--- config.mk ---
export PLATFORM = sky130hd
export DESIGN_NAME = timer_controller
export DESIGN_NICKNAME = d
export VERILOG_FILES = /design/src/rtl/timer_pkg.sv /design/src/rtl/timer_prescaler.sv /design/src/rtl/timer_controller.sv
export SDC_FILE = /design/constraint.sdc
export NUM_CORES = 1
export LEC_CHECK = 0
export ABC_CLOCK_PERIOD_IN_PS = 1500
export BUFFER_PORTS_ARGS = -buffer_cell sky130_fd_sc_hd__clkbuf_2
export CORE_MARGIN = 2
export CORE_UTILIZATION = 40
export DETAILED_ROUTE_END_ITERATION = 8
export PLACE_DENSITY_LB_ADDON = 0.12
export REMOVE_ABC_BUFFERS = 1
export SLEW_MARGIN = 40
export SYNTH_ARGS = -nofsm -noshare
export SYNTH_HDL_FRONTEND = slang
export SYNTH_HIERARCHICAL = 1
export SYNTH_SLANG_ARGS = --single-unit
export TNS_END_PERCENT = 20
--- constraint.sdc ---
create_clock -name Clock -period 1.5 [get_ports Clock]
set_input_delay 0.15 -clock Clock [delete_from_list [all_inputs] [get_ports Clock]]
set_output_delay 0.15 -clock Clock [all_outputs]
set_load 0.02 [all_outputs]
--- src/rtl/timer_pkg.sv ---
`default_nettype none
// ============================================================================
// Module      : timer_pkg
// Description : State encodings, direction constants and terminal-digit helper
//               shared by the 60-second timer controller.
// Revision    : 1.0 - initial release
// ============================================================================
package timer_pkg;

    typedef enum logic [1:0] {
        ST_IDLE  = 2'b00,
        ST_RUN   = 2'b01,
        ST_PAUSE = 2'b10,
        ST_DONE  = 2'b11
    } state_t;

    localparam logic DIR_UP   = 1'b0;
    localparam logic DIR_DOWN = 1'b1;

    // Down-counts end at 00; up-counts end at the configured tens/ones pair.
    function automatic logic digits_terminal(
        input logic       dir,
        input logic [3:0] tens,
        input logic [3:0] ones,
        input logic [3:0] up_tens,
        input logic [3:0] up_ones
    );
        if (dir == DIR_DOWN)
            return (tens == 4'd0) && (ones == 4'd0);
        return (tens == up_tens) && (ones == up_ones);
    endfunction

endpackage
`default_nettype wire

--- src/rtl/timer_prescaler.sv ---
`default_nettype none
// ============================================================================
// Module      : timer_prescaler
// Description : Wrapping 0..CLK_DIV-1 cycle counter with single-cycle tick.
// Revision    : 1.0 - initial release
// ============================================================================
module timer_prescaler #(
    parameter int CLK_DIV = 4
) (
    input  logic clk,
    input  logic rst_n,
    input  logic i_en,
    input  logic i_clr,
    output logic o_tick
);

    localparam int              c_W    = $clog2(CLK_DIV);
    localparam logic [c_W-1:0]  c_last = c_W'(CLK_DIV - 1);

    logic [c_W-1:0] r_cnt;

    always_ff @(posedge clk) begin
        if (!rst_n || i_clr) begin
            r_cnt <= '0;
        end else if (i_en) begin
            r_cnt <= (r_cnt == c_last) ? '0 : r_cnt + 1'b1;
        end
    end

    assign o_tick = i_en && (r_cnt == c_last);

endmodule
`default_nettype wire

--- src/rtl/timer_controller.sv ---
`default_nettype none
// ============================================================================
// Module      : timer_controller
// Description : Button-driven control FSM for the tens/ones timer counters.
// Revision    : 1.0 - initial release
// ============================================================================
module timer_controller
    import timer_pkg::*;
#(
    parameter int CLK_DIV = 4,
    parameter int UP_TENS = 5,
    parameter int UP_ONES = 9
) (
    input  logic       Clock,
    input  logic       Reset,
    input  logic       Start,
    input  logic       Stop,
    input  logic       Clear,
    input  logic       Mode,
    input  logic [3:0] Tens,
    input  logic [3:0] Ones,
    output logic       Direction,
    output logic       Hold,
    output logic       CounterReset,
    output logic       Running,
    output logic       Expired,
    output logic [1:0] State
);

    localparam logic [3:0] c_up_tens = 4'(UP_TENS);
    localparam logic [3:0] c_up_ones = 4'(UP_ONES);

    state_t r_state;
    state_t w_state_nxt;
    logic   r_direction;
    logic   r_cnt_rst_n;
    logic   r_start_q;
    logic   r_stop_q;
    logic   r_clear_q;

    logic   w_start_ev;
    logic   w_stop_ev;
    logic   w_clear_ev;
    logic   w_tick;
    logic   w_run_term;
    logic   w_start_term;
    logic   w_hold;
    logic   w_load_dir;
    logic   w_presc_clr;

    assign w_start_ev = Start && !r_start_q;
    assign w_stop_ev  = Stop  && !r_stop_q;
    assign w_clear_ev = Clear && !r_clear_q;

    assign w_run_term   = digits_terminal(r_direction, Tens, Ones, c_up_tens, c_up_ones);
    assign w_start_term = digits_terminal(Mode, Tens, Ones, c_up_tens, c_up_ones);

    // Held at zero outside RUN so every entry into RUN starts a full period.
    assign w_presc_clr = w_clear_ev || (r_state != ST_RUN);

    timer_prescaler #(
        .CLK_DIV (CLK_DIV)
    ) u_prescaler (
        .clk    (Clock),
        .rst_n  (Reset),
        .i_en   (r_state == ST_RUN),
        .i_clr  (w_presc_clr),
        .o_tick (w_tick)
    );

    always_comb begin
        w_state_nxt = r_state;
        w_hold      = 1'b1;
        w_load_dir  = 1'b0;
        if (w_clear_ev) begin
            w_state_nxt = ST_IDLE;
        end else begin
            case (r_state)
                ST_IDLE: begin
                    if (w_start_ev && !w_stop_ev) begin
                        w_load_dir  = 1'b1;
                        w_state_nxt = w_start_term ? ST_DONE : ST_RUN;
                    end
                end
                ST_RUN: begin
                    if (w_stop_ev) begin
                        w_state_nxt = ST_PAUSE;
                    end else if (w_tick) begin
                        if (w_run_term) w_state_nxt = ST_DONE;
                        else            w_hold      = 1'b0;
                    end
                end
                ST_PAUSE: begin
                    if (w_start_ev && !w_stop_ev) w_state_nxt = ST_RUN;
                end
                default: ;
            endcase
        end
    end

    always_ff @(posedge Clock) begin
        if (!Reset) begin
            r_state     <= ST_IDLE;
            r_direction <= DIR_DOWN;
            r_cnt_rst_n <= 1'b0;
            r_start_q   <= 1'b1;
            r_stop_q    <= 1'b1;
            r_clear_q   <= 1'b1;
        end else begin
            r_state     <= w_state_nxt;
            r_cnt_rst_n <= !w_clear_ev;
            r_start_q   <= Start;
            r_stop_q    <= Stop;
            r_clear_q   <= Clear;
            if (w_load_dir) r_direction <= Mode;
        end
    end

    assign Direction    = r_direction;
    assign Hold         = w_hold;
    assign CounterReset = r_cnt_rst_n;
    assign Running      = (r_state == ST_RUN);
    assign Expired      = (r_state == ST_DONE);
    assign State        = r_state;

endmodule
`default_nettype wire
==> summary.md, run 1 <==
| Metric | Value |
|---|---|
| Outcome | finished clean |
| Vias per cell | roughly 5.0 |
| Compound-Gate Fraction of Synth Area | between 10% and 20% |
| Commonest non-fill, non-tap cell in the layout | clkbuf_2 |
| Clock Tree Buf Depth | 2 |
| Hold-fix buffers, CTS | 0 |
| Commonest cells after routing, fill and taps aside | 19 x clkbuf_2, 7 x nand2b_1, 6 x dfxtp_1, 6 x buf_4, 4 x nand2_1 |
| Area leader, netlist | dfxtp_1 |
| Largest family of logic cells by synthesized area | simple AND/OR/NAND/NOR gates |
| Critical path type | reg -> reg |
| Pre-CTS WS | 0.05523 ns |
| Final antenna diode count | 0 |
| Fin crit period | roughly 1.4 ns |
| DR vias | approximately 500 |
| Overall power | between 0.001 and 0.0015 W |
| Initial DRT Pass Iterations | 4 |
| CTS tree | yes |
| Reg-to-reg startpoint | State[0] |
| Worst path cell trace | inv_1 > ha_1 > nor2_1 > a21oi_1 > nor2_2 > buf_4 > and4b_1 > nor3_2 |
| Crit share post-route | about 94% |
| Max Slew Vio Count | 0 |
| Number of global-route vias before repair | between 400 and 500 |
| Final hold vios | 0 |
| Metal1 wirelength | between 400 and 500 um |
| Cell Pwr Density | about 1500 nW/um^2 |
| Final Net Count | between 100 and 150 |
| Height of the die | 40.20 um |
| Max incr delay on CP | roughly 0.37 ns |
| Core area | between 1000 and 1500 sq um |
| Static Leak | about 0.33 nW |
| Uppermost layer routed | met4 |
| Area Overhead vs Synth | 42.96% |
| Port Buffers | 20 |
| FP Rows | 13 |
| Routed wl met2 | between 500 and 600 um |
| FF-to-FF setup slack | between 0.08 and 0.09 ns |
| Clock sink total | 9 |
| Number of remaining DRC errors | 0 |
| Largest net degree at the start of global routing | 7 |
| Worst Path Arrival | between 1.5 and 2 ns |
| Hold endpoint | r_start_q |
| Proportion of layout cells with a drive suffix above 1 | about 52% |
| Post-synthesis mux area share | between 7 and 8% |
| Synthesized cell area | ~520 sq um |
| Final GP Congestion | 0.7423 |
| First-pass GRT wire length | 1745 um |
| Mapped Cells | 55 |
| Initial core utilization | between 40% and 50% |
| Yosys top cell area share | between 30% and 40% |
| Clk pin slew, worst setup/hold paths | 0.06 ns |
| Routed wl met3 | 74 um |
| Post-route design area | between 700 and 800 sq um |
| Rel. slew slack | 80.58% |
| Drt first-iter violations | 4 |
| Worst Slack Setup Final | 0.08570 ns |
| Worst setup EP type | flip-flop |
| Post-Synth Adder-Cell Area | 11.93% |
| Worst Clk Skew | 0.002561 ns |
| Hold Crit Depth | 2 |
| Number of synthesized register bits | 9 |
| Grt total ovfl | 0 |
| Drt total wl | 1131 um |
| Root buffer cell | clkbuf_4 |
| Post-synthesis sequential area ratio | roughly a third |
| Worst Reg2Reg Path Length in Cells | 8 |
| Die area | around 1600 sq um |
| Yosys Warn Count | 6 |
| GRT Util Overall | 17.47% |
| Placed Area | slightly below 700 sq um |
| H-tree levels | 1 |
| Clk Latency, worst-skew pair | between 0.2 and 0.3 ns |
| Synth Area in Simple Gates | between 30% and 40% |
| Post-DP HPWL | approximately 850 um |
| CP max FO | 3 |
| Synth Area in XOR/XNOR | 0% |
| Req. time, crit path | approximately 1.7 ns |
| Reg-to-Reg End | State[1] |
| Hold WC Path Type | in -> reg |
| Die width | just over 40 um |
| Critical path's slowest cell | dfxtp_2 |
| Synth cell types | 23 |
| Hold_sp | Start |
| Initial antenna violation count | 0 |
| Synth Area per Inst | 9.532 sq um |
| Largest cells by area after synthesis | dfxtp_1 34%, ha_1 12%, nand2b_1 8.4% |
| Startpoint Class | flip-flop |
| Setup TNS Final | 0 ns |
| Worst Tran Pin Value | about 0.29 ns |
| Total CTS buffers | 3 |
| Peak VDD IR | around 0.00065 V |
| Peak Freq | between 0.7 and 0.8 GHz |
| ANT nets after route | 0 |
| Routed WL per cell | ~11 um |
| Top-level I/O count | 21 |
| Max cap viols | 0 |
| Finish-stage setup viols | 0 |
-- metrics by stage --
step	hold slack [ns]	utilization (%)	cells
3_3_place_gp	0.3458	53.06	94
6_report	0.08293	59.07	99
3_5_place_dp	0.3529	53.06	94
5_1_grt	0.07791	59.07	99
2_1_floorplan	0.2119	-	55
4_1_cts	0.07443	56.71	99
-- synthesized netlist by cell type --
master and count:
nor2_1 2, ha_1 5, mux2i_1 4, dfxtp_1 9, and4_1 1, and2_1 2
nand2b_1 7, a21oi_1 3, nor3_2 1, a21oi_2 1, nor4_1 1, nor4bb_1 1
nor2_2 1, o31ai_4 1, or3b_1 1, and4b_1 1, o2111ai_1 1, nor3_1 2
nand2_1 4, or4_4 1, nand4_1 1, nor2b_1 1, inv_1 4
-- power breakdown --
group | switching [W] | internal, W | leakage, nW
sequential | 0.0000314 | 0.000278 | 0.0745
combinational | 0.000302 | 0.000303 | 0.244
clock | 0.0000874 | 0.000103 | 0.0150
total | 0.000421 | 0.000684 | 0.333
-- layer usage --
| layer | vias to the layer above | global-route usage (%) |
|---|---|---|
| met2 | 16 | 27.42 |
| met5 | - | 0 |
| met1 | 224 | 19.08 |
| li1 | 256 | - |
| met3 | 2 | 8.333 |
| met4 | 0 | 10.00 |
-- area by class of cell --
cell class                      count  area, sq um
Fill cell                         122        519.2
Multi-Input combinational cell     42        365.4
Sequential cell                     9        183.9
Timing Repair Buffer               25        140.1
Clock buffer                        4        26.28
Tap cell                           15        18.77
Inverter                            4        15.01
-- state kept, by name (all words and copies together), names as in the netlist --
signal,cells
r_stop_q,1
r_start_q,1
u_prescaler/r_cnt,2
CounterReset,1
Direction,1
r_clear_q,1
State,2
-- worst max-delay path: cells and delay by family (launching register included) --
| kind | cells | cell delay [ns] |
|---|---|---|
| compound gates | 1 | 0.06 |
| fa+ha+maj | 1 | 0.23 |
| buf+inv | 2 | 0.20 |
| flops | 1 | 0.37 |
| simple gates | 4 | 0.46 |
-- cell families (layout without fill, tap and decap cells) --
| kind of cell | count (synthesis) | in the layout |
|---|---|---|
| compound gates | 6 | 6 |
| simple gates | 27 | 27 |
| fa+ha+maj | 5 | 5 |
| buf+inv | 4 | 33 |
| mux | 4 | 4 |
| flops | 9 | 9 |
-- timing repair --
item                       4_1_cts  5_1_grt
setup endpoints to repair        1        3
pin swaps                        0        2
gates resized for setup          5        9
setup buffers                    1        0
-- worst max path at each step --
stage	endpoint	startpoint	slack, ns	depth (start not counted)
floorplan	State[1]	State[0]	-0.27	6
global placement	State[1]	Tens[1]	0.07	5
CTS	Hold	State[1]	0.02	5
detailed placement	State[1]	State[1]	0.06	7
finish	State[1]	State[0]	0.09	8
global route	Hold	u_prescaler/r_cnt[0]	-0.007	4
Note: power is estimated with default switching activity, not from simulation.
==> inputs of run 2 (changes only) <==
Settings changed: CELL_PAD_IN_SITES_DETAIL_PLACEMENT from default to 0, CELL_PAD_IN_SITES_GLOBAL_PLACEMENT from default to 1, CORE_UTILIZATION 40 to 29.
==> run 2 against run 1 <==
Largest power group unchanged. Hold slack got worse by 0.0058 ns. Clock skew decreased by 0.0020 ns. Total power is 2.7% higher. Die area grew 34%. First-iteration DRC count fell by 75%. Highest routed layer unchanged.
==> summary.md, run 2 (synthesis results as in run 1) <==
| Metric | Value |
|---|---|
| Outcome | finished clean |
| FF-to-FF setup slack | around 0.060 ns |
| Critical path's slowest cell | dfxtp_2 |
| Clock Tree Buf Depth | 2 |
| Worst Path Arrival | around 1.3 ns |
| Delay-heaviest family, CP | flip-flops |
| Final antenna diode count | 0 |
| Number of global-route vias before repair | a little under 500 |
| Total CTS buffers | 3 |
| Sw frac | 38.28% |
| Core area | roughly 1700 sq um |
| Combinational share of power | approximately 56% |
| H-tree levels | 1 |
| Max Slew Vio Count | 0 |
| Placed Area | approximately 690 sq um |
| Height of the die | about 47 um |
| Crit path buffers/inverters | 3 |
| Reg-to-reg startpoint | State[1] |
| Peak Freq | about 0.7 GHz |
| CTS tree | yes |
| Critical path type | reg -> out |
| Drt first-iter violations | 1 |
| Crit share post-route | approximately 97% |
| GRT Util Overall | between 10% and 20% |
| Clk Latency, worst-skew pair | between 0.2 and 0.3 ns |
| Hold Crit Depth | 2 |
| Req. time, crit path | 1.35 ns |
| Max incr delay on CP | about 0.33 ns |
| Hold endpoint | r_stop_q |
| Setup TNS Final | 0 ns |
| Clock sink total | 9 |
| Net load switching power | about 0.00043 W |
| Worst Reg2Reg Path Length in Cells | 8 |
| Clk pin slew, worst setup/hold paths | 0.06 ns |
| Area Overhead vs Synth | 45.58% |
| Peak VDD IR | around 0.00051 V |
| Fin util | 44.69% |
| Post-route design area | 763.2 sq um |
| Die area | around 2200 sq um |
| Reg-to-Reg End | State[1] |
| Rel. slew slack | 71.42% |
| FP Rows | 15 |
| Initial antenna violation count | 0 |
| Seq pwr share | between 20% and 30% |
| Largest net degree at the start of global routing | 7 |
| Post-DP HPWL | between 900 and 1000 um |
| Drt total wl | about 1200 um |
| Startpoint Class | flip-flop |
| Final Net Count | about 110 |
| Initial DRT Pass Iterations | 4 |
| Die width | 46.52 um |
| Root buffer cell | clkbuf_4 |
| CP max FO | 2 |
| Max cap viols | 0 |
| ANT nets after route | 0 |
| Vias per cell | about 4.5 |
| Hold-fix buffers, CTS | 0 |
| Hold WC Path Type | in -> reg |
| Grt total ovfl | 0 |
| Worst path cell trace | inv_2 > ha_4 > buf_6 > and2_4 > o2111ai_1 > buf_4 |
| Initial core utilization | a little under a third |
| Fin crit period | 1.452 ns |
| Final GP Congestion | slightly above 0.7 |
| Power share of the clock group | approximately 17% |
| Routed WL per cell | ~11 um |
| Commonest non-fill, non-tap cell in the layout | clkbuf_2 |
| Worst Tran Pin Value | between 0.4 and 0.5 ns |
| Cell Pwr Density | about 1500 nW/um^2 |
| Proportion of layout cells with a drive suffix above 1 | between 40% and 50% |
| Worst setup EP type | output pin |
| Finish-stage setup viols | 0 |
| Hold_sp | Stop |
| Final hold vios | 0 |
| Top-level I/O count | 21 |
| RSZ-0062 raised after global routing | yes |
| Port Buffers | 20 |
| Pint | 0.0007003 W |
| Commonest cells after routing, fill and taps aside | 19 x clkbuf_2, 7 x dfxtp_1, 7 x nand2b_1, 7 x buf_4 |
| Static Leak | between 0.3 and 0.4 nW |
| Worst Clk Skew | 0.0005357 ns |
| DR vias | approximately 500 |
| First-pass GRT wire length | 1980 um |
| Number of remaining DRC errors | 0 |
run 2: worst reg2reg max path: stages (launching register included):
cell and delay (ns):
dfxtp_2 0.32, inv_2 0.07, ha_4 0.13, buf_4 0.10, and2_1 0.12, inv_1 0.06
o31ai_4 0.25, and4b_1 0.24, nor3_2 0.04
run 2: area by class of cell:
cell class                      instances  area (sq um)
Clock buffer                            3         22.52
Clock inverter                          1         5.005
Fill cell                             188         944.7
Inverter                                4         15.01
Multi-Input combinational cell         42         347.8
Sequential cell                         9         182.7
Tap cell                               25         31.28
Timing Repair Buffer                   27         158.9
run 2: repair_timing:
action	CTS	global route
pin swaps	2	1
gates resized for setup	9	1
endpoints found under the setup margin	1	2
endpoints found under the hold margin	0	0
setup buffers	3	0
run 2: power groups by stage:
stage	clock network [W]	logic, W	registers, W
2_1_floorplan	0	0.000311	0.000339
3_3_place_gp	0	0.000552	0.000295
3_5_place_dp	0	0.000550	0.000297
4_1_cts	0.000206	0.000638	0.000304
5_1_grt	0.000215	0.000717	0.000310
6_report	0.000195	0.000636	0.000304
run 2: stage by stage:
step	instances	total power (W)	hold slack (ns)	setup slack, ns
after floorplan	55	0.0006499	0.2119	-0.2710
after CTS	111	0.001148	0.06766	0.004305
final	111	0.001135	0.07715	0.04759
after global routing	111	0.001242	0.08189	-0.03440
after global placement	104	0.0008476	0.3507	0.06624
after detailed placement	104	0.0008465	0.3514	0.05263
run 2: how the worst max path moves through the flow:
stage | to | startpoint | slack (ns) | cells after the start
after floorplan | State[1] | State[0] | -0.27 | 6
after global placement | State[0] | State[1] | 0.07 | 6
after detailed placement | State[1] | Tens[1] | 0.05 | 5
after CTS | Hold | State[1] | 0.004 | 6
after global routing | State[1] | State[1] | -0.03 | 8
final | Hold | State[1] | 0.05 | 6
run 2: per-layer routing:
layer  part of all wire, %  routed length [um]  track usage [%]  vias up
met5                     0                   0                0        -
met4                   3.6                  42            10.29        0
met3                   6.9                  81            4.706        5
met2                    46                 542            21.11       14
li1                      -                   -                -      256
met1                    43                 508            15.46      227
